**src/rtl/varredura_linhas.sv**
```systemverilog
// -----------------------------------------------------------------------------
// varredura_linhas
// Row-scan controller for the 5x7 LED matrix.
//
// Every row slot lasts DIV_LINHA clock cycles. The first BLANK cycles are
// blanked: all rows are off and apagar=1, while contador already shows the
// row about to be lit so the column pattern can settle. The remaining cycles
// drive that row low. After row 6 the scan wraps back to row 0, and the frame
// index may advance. In auto mode it advances every VARREDURAS_POR_QUADRO
// scans. In manual mode it advances on a pending proximo request.
//
// Ports:
//   clk           in   system clock
//   reset         in   asynchronous active-high reset
//   habilita      in   scan enable; low parks the controller in IDLE
//   modo_auto     in   1 = timed frame advance, 0 = manual advance
//   proximo       in   single-cycle manual frame-advance request
//   contador      out  current row index 0..6 (feeds quadro_N)
//   linhas        out  active-low one-hot row enables
//   apagar        out  1 = downstream forces columns off
//   quadro_sel    out  current frame index 0..N_QUADROS-1
//   fim_varredura out  1-cycle pulse on row wrap 6->0
//   fim_quadro    out  1-cycle pulse on a frame advance
// -----------------------------------------------------------------------------
module varredura_linhas #(
    parameter int DIV_LINHA             = 50000,
    parameter int BLANK                 = 4,
    parameter int N_QUADROS             = 8,
    parameter int VARREDURAS_POR_QUADRO = 100
) (
    input  logic       clk,
    input  logic       reset,
    input  logic       habilita,
    input  logic       modo_auto,
    input  logic       proximo,
    output logic [2:0] contador,
    output logic [6:0] linhas,
    output logic       apagar,
    output logic [2:0] quadro_sel,
    output logic       fim_varredura,
    output logic       fim_quadro
);

    localparam int PW = (DIV_LINHA > 1) ? $clog2(DIV_LINHA) : 1;
    localparam int SW = $clog2(VARREDURAS_POR_QUADRO + 1);

    localparam logic [PW-1:0] P_MAX   = PW'(DIV_LINHA - 1);
    localparam logic [PW-1:0] P_BLANK = PW'(BLANK);
    localparam logic [SW-1:0] S_MAX   = SW'(VARREDURAS_POR_QUADRO - 1);
    localparam logic [2:0]    Q_MAX   = 3'(N_QUADROS - 1);

    typedef enum logic [1:0] {
        ST_IDLE  = 2'd0,
        ST_BLANK = 2'd1,
        ST_ATIVO = 2'd2
    } estado_t;

    estado_t         estado_r;
    estado_t         estado_s;
    logic [PW-1:0]   p_r;
    logic [PW-1:0]   p_s;
    logic [SW-1:0]   s_r;
    logic [SW-1:0]   s_s;
    logic            pendente_r;
    logic            pendente_s;
    logic            modo_auto_r;
    logic [2:0]      contador_s;
    logic [6:0]      linhas_s;
    logic            apagar_s;
    logic [2:0]      quadro_s;
    logic            fim_varredura_s;
    logic            fim_quadro_s;
    logic            modo_mudou_s;
    logic            pendente_ef_s;
    logic            wrap_s;

    // Next-state, frame sequencing and next-output computation.
    always_comb begin
        estado_s        = estado_r;
        p_s             = p_r;
        s_s             = s_r;
        pendente_s      = pendente_r;
        contador_s      = contador;
        quadro_s        = quadro_sel;
        fim_varredura_s = 1'b0;
        fim_quadro_s    = 1'b0;
        linhas_s        = 7'h7F;
        apagar_s        = 1'b1;

        // A mode change throws away any request made under the old mode.
        modo_mudou_s  = (modo_auto != modo_auto_r);
        pendente_ef_s = pendente_r & ~modo_mudou_s;

        wrap_s = habilita && (estado_r != ST_IDLE) && (p_r == P_MAX)
                 && (contador == 3'd6);

        // Manual request bookkeeping. A request that coincides with a wrap
        // is not consumed by that wrap. It waits for the next one.
        if (!habilita || modo_auto || modo_mudou_s) begin
            pendente_s = 1'b0;
        end else if (wrap_s) begin
            pendente_s = proximo;
        end else begin
            pendente_s = pendente_r | proximo;
        end

        case (estado_r)
            ST_IDLE: begin
                p_s        = {PW{1'b0}};
                contador_s = 3'd0;
                if (habilita) begin
                    estado_s = ST_BLANK;
                end else begin
                    estado_s = ST_IDLE;
                end
            end
            ST_BLANK, ST_ATIVO: begin
                if (!habilita) begin
                    estado_s   = ST_IDLE;
                    p_s        = {PW{1'b0}};
                    contador_s = 3'd0;
                end else begin
                    if (p_r == P_MAX) begin
                        p_s = {PW{1'b0}};
                        if (contador == 3'd6) begin
                            contador_s      = 3'd0;
                            fim_varredura_s = 1'b1;
                            if (modo_auto) begin
                                if (s_r == S_MAX) begin
                                    s_s          = {SW{1'b0}};
                                    fim_quadro_s = 1'b1;
                                    quadro_s     = (quadro_sel == Q_MAX) ? 3'd0 : quadro_sel + 3'd1;
                                end else begin
                                    s_s = s_r + 1'b1;
                                end
                            end else if (pendente_ef_s) begin
                                s_s          = {SW{1'b0}};
                                fim_quadro_s = 1'b1;
                                quadro_s     = (quadro_sel == Q_MAX) ? 3'd0 : quadro_sel + 3'd1;
                            end else begin
                                s_s = (s_r == S_MAX) ? {SW{1'b0}} : s_r + 1'b1;
                            end
                        end else begin
                            contador_s = contador + 3'd1;
                        end
                    end else begin
                        p_s = p_r + 1'b1;
                    end
                    // The phase inside the slot follows from the prescaler alone.
                    if (p_s < P_BLANK) begin
                        estado_s = ST_BLANK;
                    end else begin
                        estado_s = ST_ATIVO;
                    end
                end
            end
            default: begin
                estado_s   = ST_IDLE;
                p_s        = {PW{1'b0}};
                contador_s = 3'd0;
            end
        endcase

        // Decode the row drive from the next state so the outputs stay registered.
        if (estado_s == ST_ATIVO) begin
            linhas_s = ~(7'd1 << contador_s);
            apagar_s = 1'b0;
        end else begin
            linhas_s = 7'h7F;
            apagar_s = 1'b1;
        end
    end

    // State, counter and output registers with asynchronous reset.
    always_ff @(posedge clk or posedge reset) begin
        if (reset) begin
            estado_r      <= ST_IDLE;
            p_r           <= {PW{1'b0}};
            s_r           <= {SW{1'b0}};
            pendente_r    <= 1'b0;
            modo_auto_r   <= 1'b0;
            contador      <= 3'd0;
            linhas        <= 7'h7F;
            apagar        <= 1'b1;
            quadro_sel    <= 3'd0;
            fim_varredura <= 1'b0;
            fim_quadro    <= 1'b0;
        end else begin
            estado_r      <= estado_s;
            p_r           <= p_s;
            s_r           <= s_s;
            pendente_r    <= pendente_s;
            modo_auto_r   <= modo_auto;
            contador      <= contador_s;
            linhas        <= linhas_s;
            apagar        <= apagar_s;
            quadro_sel    <= quadro_s;
            fim_varredura <= fim_varredura_s;
            fim_quadro    <= fim_quadro_s;
        end
    end

endmodule
```
**config.mk**
```make
export PLATFORM = sky130hd
export DESIGN_NAME = varredura_linhas
export DESIGN_NICKNAME = d
export VERILOG_FILES = /design/src/rtl/varredura_linhas.sv
export SDC_FILE = /design/constraint.sdc
export NUM_CORES = 1
export LEC_CHECK = 0
export CAP_MARGIN = 20
export CORE_UTILIZATION = 50
export DETAILED_ROUTE_END_ITERATION = 8
export PLACE_DENSITY = 0.83
export RECOVER_POWER = 25
export SYNTH_ARGS = -nofsm -noshare
export SYNTH_HDL_FRONTEND = slang
export SYNTH_SLANG_ARGS = --single-unit
```
**constraint.sdc**
```tcl
create_clock -name clk -period 1.95 [get_ports clk]
set_input_delay 0.39 -clock clk [delete_from_list [all_inputs] [get_ports clk]]
set_output_delay 0.39 -clock clk [all_outputs]
set_load 0.01 [all_outputs]
```
==> results.md <==
- Core Footprint: about 0.0045 sq mm
- Most common cell after layout, fill and taps aside: sky130_fd_sc_hd__buf_4
- Worst-case headroom to the max-slew limit: 0.3179
- Crit end category: register
- Number of max-slew violations in the final report: 0
- Hold Fails Final Rpt: 0
- Worst hold path depth: 1
- Clock H-tree levels: 2
- Largest fanout on the critical path: 12
- Main flop type after synthesis: sky130_fd_sc_hd__dfrtp_1
- Pleak: ~1.3 nW
- Startpoint of the most critical hold path: modo_auto_r
- TritonCTS clock tree: yes
- Gate Count Post-Synth: 242
- Hold Path End: pendente_r
- Reg-to-Reg Start: p_r[12]
- Hold buffers post-CTS: 0
- Unrepaired setup endpoints after global routing: true
- Setup violators final: 2
- Failing checks: setup timing
- Least-Margin Pin Slew: 1023 ps
- Number of nets in the synthesized netlist: approximately 250
- Number of DRC violations after detailed-routing iteration 0: between 150 and 200
- Vias in the first global route: 1864
- Count of flip-flops with a built-in enable after synthesis: 0
- Final period util: 1.001
- Die height: around 70 um
- Inserted Clock Buffers: 5
- Number of placed instances, taps included: 330
- Number of storage elements in the synthesis netlist: 43
- Clock Sink Count: 43
- Number of buffers added on ports: 20
- Top layer used by detailed routing: met4
- Routed wire length: 5.111 mm
- Post-Syn Area per Cell: 10.03 sq um
- Clock insertion delay at the later pin of the skew report: 290 ps
- Netlist cell types: 52
- Average vias per placed instance: about 5.7
- DR WL met2: 2.761 mm
- Final cell count without fillers: about 340
- Net total in the final layout: 300
- Antenna violations before repair: 0
- Post-route DRC violation count: 0
- Async SR Flop Fraction: 1.000
- Site row count: 24
- Remaining antenna violation count after routing: 0
- Arrival time at the worst endpoint: 2180 ps
- Overall overflow remaining after global route: 0
- Cell at the root of the clock tree: sky130_fd_sc_hd__clkbuf_8
- Sum of routed wire segments on met1: 2.180 mm
- Routability congestion estimate: 0.9187
- Max-Cap Viols: 0
- P per Cell Area: about 500 mW/mm^2
- Clock Pin Slew Worst Setup and Hold Paths: around 80 ps
- Pin count of the biggest net entering global routing: 44
- Global-route wire length before repair: 8.445 mm
- Die ar.: slightly above 0.005 sq mm
- Minimum clock period: roughly 2000 ps
- I/O pin count: 21
- Startpoint-to-endpoint class of the critical path: register to register
- Total number of vias: 1935
- Total met3 wirelength after detailed routing: between 100 and 150 um
- Outcome: complete, but fails checks
- DR pass1 iterations: 4
- Initial core utilization: 0.5386
- Worst Reg-to-Reg Cells: 7
- Syn Std Cell Area: 0.002426 sq mm
- Max IR drop VDD: roughly 260 uV
- Hold Path Class: register to register
- Maximum root-to-sink buffer count: 2
- Share of the yosys chip area belonging to registers: 0.4477
- Commonest cells after routing, fill and taps aside: 32 x sky130_fd_sc_hd__buf_4, 28 x sky130_fd_sc_hd__dfrtp_1, 27 x sky130_fd_sc_hd__nor2_1
- Worst Setup Slack, final: -1.405 ps
- Fraction of layout instances using a drive strength above 1: 0.3310
- Worst setup slack for register-to-register paths: -1 ps
- Detail Placement HPWL: 3.447 mm
- Final core occ: 0.6881
- Synthesis-to-finish area growth: 27.75%
- Launching element type of the critical path: register
- Fmax achieved: just over 0.5 GHz
- Worst Skew: 7.078 ps
- Overall routing resource usage: 0.2088
- Req. time, crit path: 2180 ps
- Die width: 71.66 um
- Count of synthesis-stage warnings from yosys: 0
- Routed wire length per instance: 14.94 um
- Endpoint of the worst register-to-register path: linhas[4]
- Antenna cell count: 0
[critical path, stage by stage, from the launching register on]
cell and delay, ps:
sky130_fd_sc_hd__dfrtp_2 460, sky130_fd_sc_hd__nor4bb_1 410, sky130_fd_sc_hd__and4_4 320, sky130_fd_sc_hd__buf_12 140, sky130_fd_sc_hd__xnor2_1 70, sky130_fd_sc_hd__nor3b_2 210, sky130_fd_sc_hd__buf_6 160, sky130_fd_sc_hd__nand3b_1 110
[metrics by stage]
step	setup TNS (ps)	instance area (sq um)	hold WS, ps	setup slack, ps	power (mW)
after floorplan	0	2445	410.0	5.264	0.9926
after global placement	-147.1	2849	418.6	-31.75	1.033
after detailed placement	-372.6	2849	426.9	-89.95	1.036
after CTS	-114.2	2974	436.3	-25.04	1.570
after global routing	-610.7	3099	466.2	-74.36	1.621
final	-1.956	3099	438.0	-1.405	1.556
[sequential cells by signal, summed over array words and instances (netlist names)]
name	count
apagar	1
contador	3
estado_r	2
fim_quadro	1
fim_varredura	1
linhas	7
modo_auto_r	1
p_r	16
pendente_r	1
quadro_sel	3
s_r	7
[how the worst max path moves through the flow]
stage	from	to	cells after the start
2_1_floorplan	p_r[0]	estado_r[1]	7
3_3_place_gp	habilita	quadro_sel[1]	6
3_5_place_dp	habilita	quadro_sel[2]	6
4_1_cts	p_r[0]	estado_r[1]	7
5_1_grt	p_r[14]	linhas[2]	7
6_report	p_r[12]	linhas[4]	7
[metal layers]
layer	global-route usage	vias to the layer above
li1	-	949
met1	0.2589	949
met2	0.3721	29
met3	0.04219	8
met4	0.05229	0
met5	0	-
[layout make-up]
type                       instances  area [sq um]
clock buffer                       7         76.32
sequential                        43          1095
tap                               52         65.06
clock inverter                     1         5.005
timing repair buffer              57         508.0
fill                             345          1405
inverter                           7         26.28
multi-input combinational        175          1324
[logic make-up after synthesis]
logic type	after synthesis	synth area share
flops	43	0.4477
xor+xnor	18	0.06498
simple gates	111	0.2625
fa+ha+maj	6	0.03094
mux	3	0.01392
compound gates	37	0.1140
buf+inv	24	0.06601
[Yosys cell counts (2+ instances only)]
cell type | instances | area share
sky130_fd_sc_hd__dfrtp_1 | 35 | 0.36
sky130_fd_sc_hd__nor2_1 | 30 | 0.046
sky130_fd_sc_hd__nand2_1 | 18 | 0.028
sky130_fd_sc_hd__o21ai_0 | 12 | 0.025
sky130_fd_sc_hd__xnor2_1 | 12 | 0.043
sky130_fd_sc_hd__nand3_1 | 11 | 0.023
sky130_fd_sc_hd__dfstp_2 | 8 | 0.087
sky130_fd_sc_hd__nand3b_1 | 8 | 0.025
sky130_fd_sc_hd__nand4_1 | 8 | 0.021
sky130_fd_sc_hd__inv_1 | 7 | 0.011
sky130_fd_sc_hd__clkbuf_1 | 6 | 0.0093
sky130_fd_sc_hd__ha_1 | 6 | 0.031
sky130_fd_sc_hd__xor2_1 | 6 | 0.022
sky130_fd_sc_hd__a21oi_1 | 5 | 0.010
sky130_fd_sc_hd__buf_6 | 5 | 0.023
sky130_fd_sc_hd__a211oi_1 | 4 | 0.012
sky130_fd_sc_hd__and4_1 | 4 | 0.014
sky130_fd_sc_hd__and2_1 | 3 | 0.0077
sky130_fd_sc_hd__buf_4 | 3 | 0.0093
sky130_fd_sc_hd__mux2_2 | 3 | 0.014
sky130_fd_sc_hd__nand2b_1 | 3 | 0.0077
sky130_fd_sc_hd__nor3_1 | 3 | 0.0062
sky130_fd_sc_hd__nor4b_1 | 3 | 0.011
sky130_fd_sc_hd__o31ai_1 | 3 | 0.0093
sky130_fd_sc_hd__a22o_1 | 2 | 0.0072
sky130_fd_sc_hd__and3_1 | 2 | 0.0052
sky130_fd_sc_hd__clkbuf_8 | 2 | 0.011
sky130_fd_sc_hd__nor2b_1 | 2 | 0.0052
sky130_fd_sc_hd__nor3b_2 | 2 | 0.010
sky130_fd_sc_hd__nor4_1 | 2 | 0.0052
sky130_fd_sc_hd__nor4_2 | 2 | 0.010
sky130_fd_sc_hd__nor4bb_1 | 2 | 0.0083
[power breakdown]
part / switching (mW) / internal, mW / total (mW)
registers: 0.00931 / 0.901 / 0.911
logic: 0.0647 / 0.0427 / 0.107
clock network: 0.287 / 0.251 / 0.538
[repair_timing]
action	CTS	global route
buffers inserted	0	4
gates resized for setup	10	24
pin swaps	4	11
cloned	0	0
setup endpoints to repair	13	32
(Power assumes the default switching activity.)
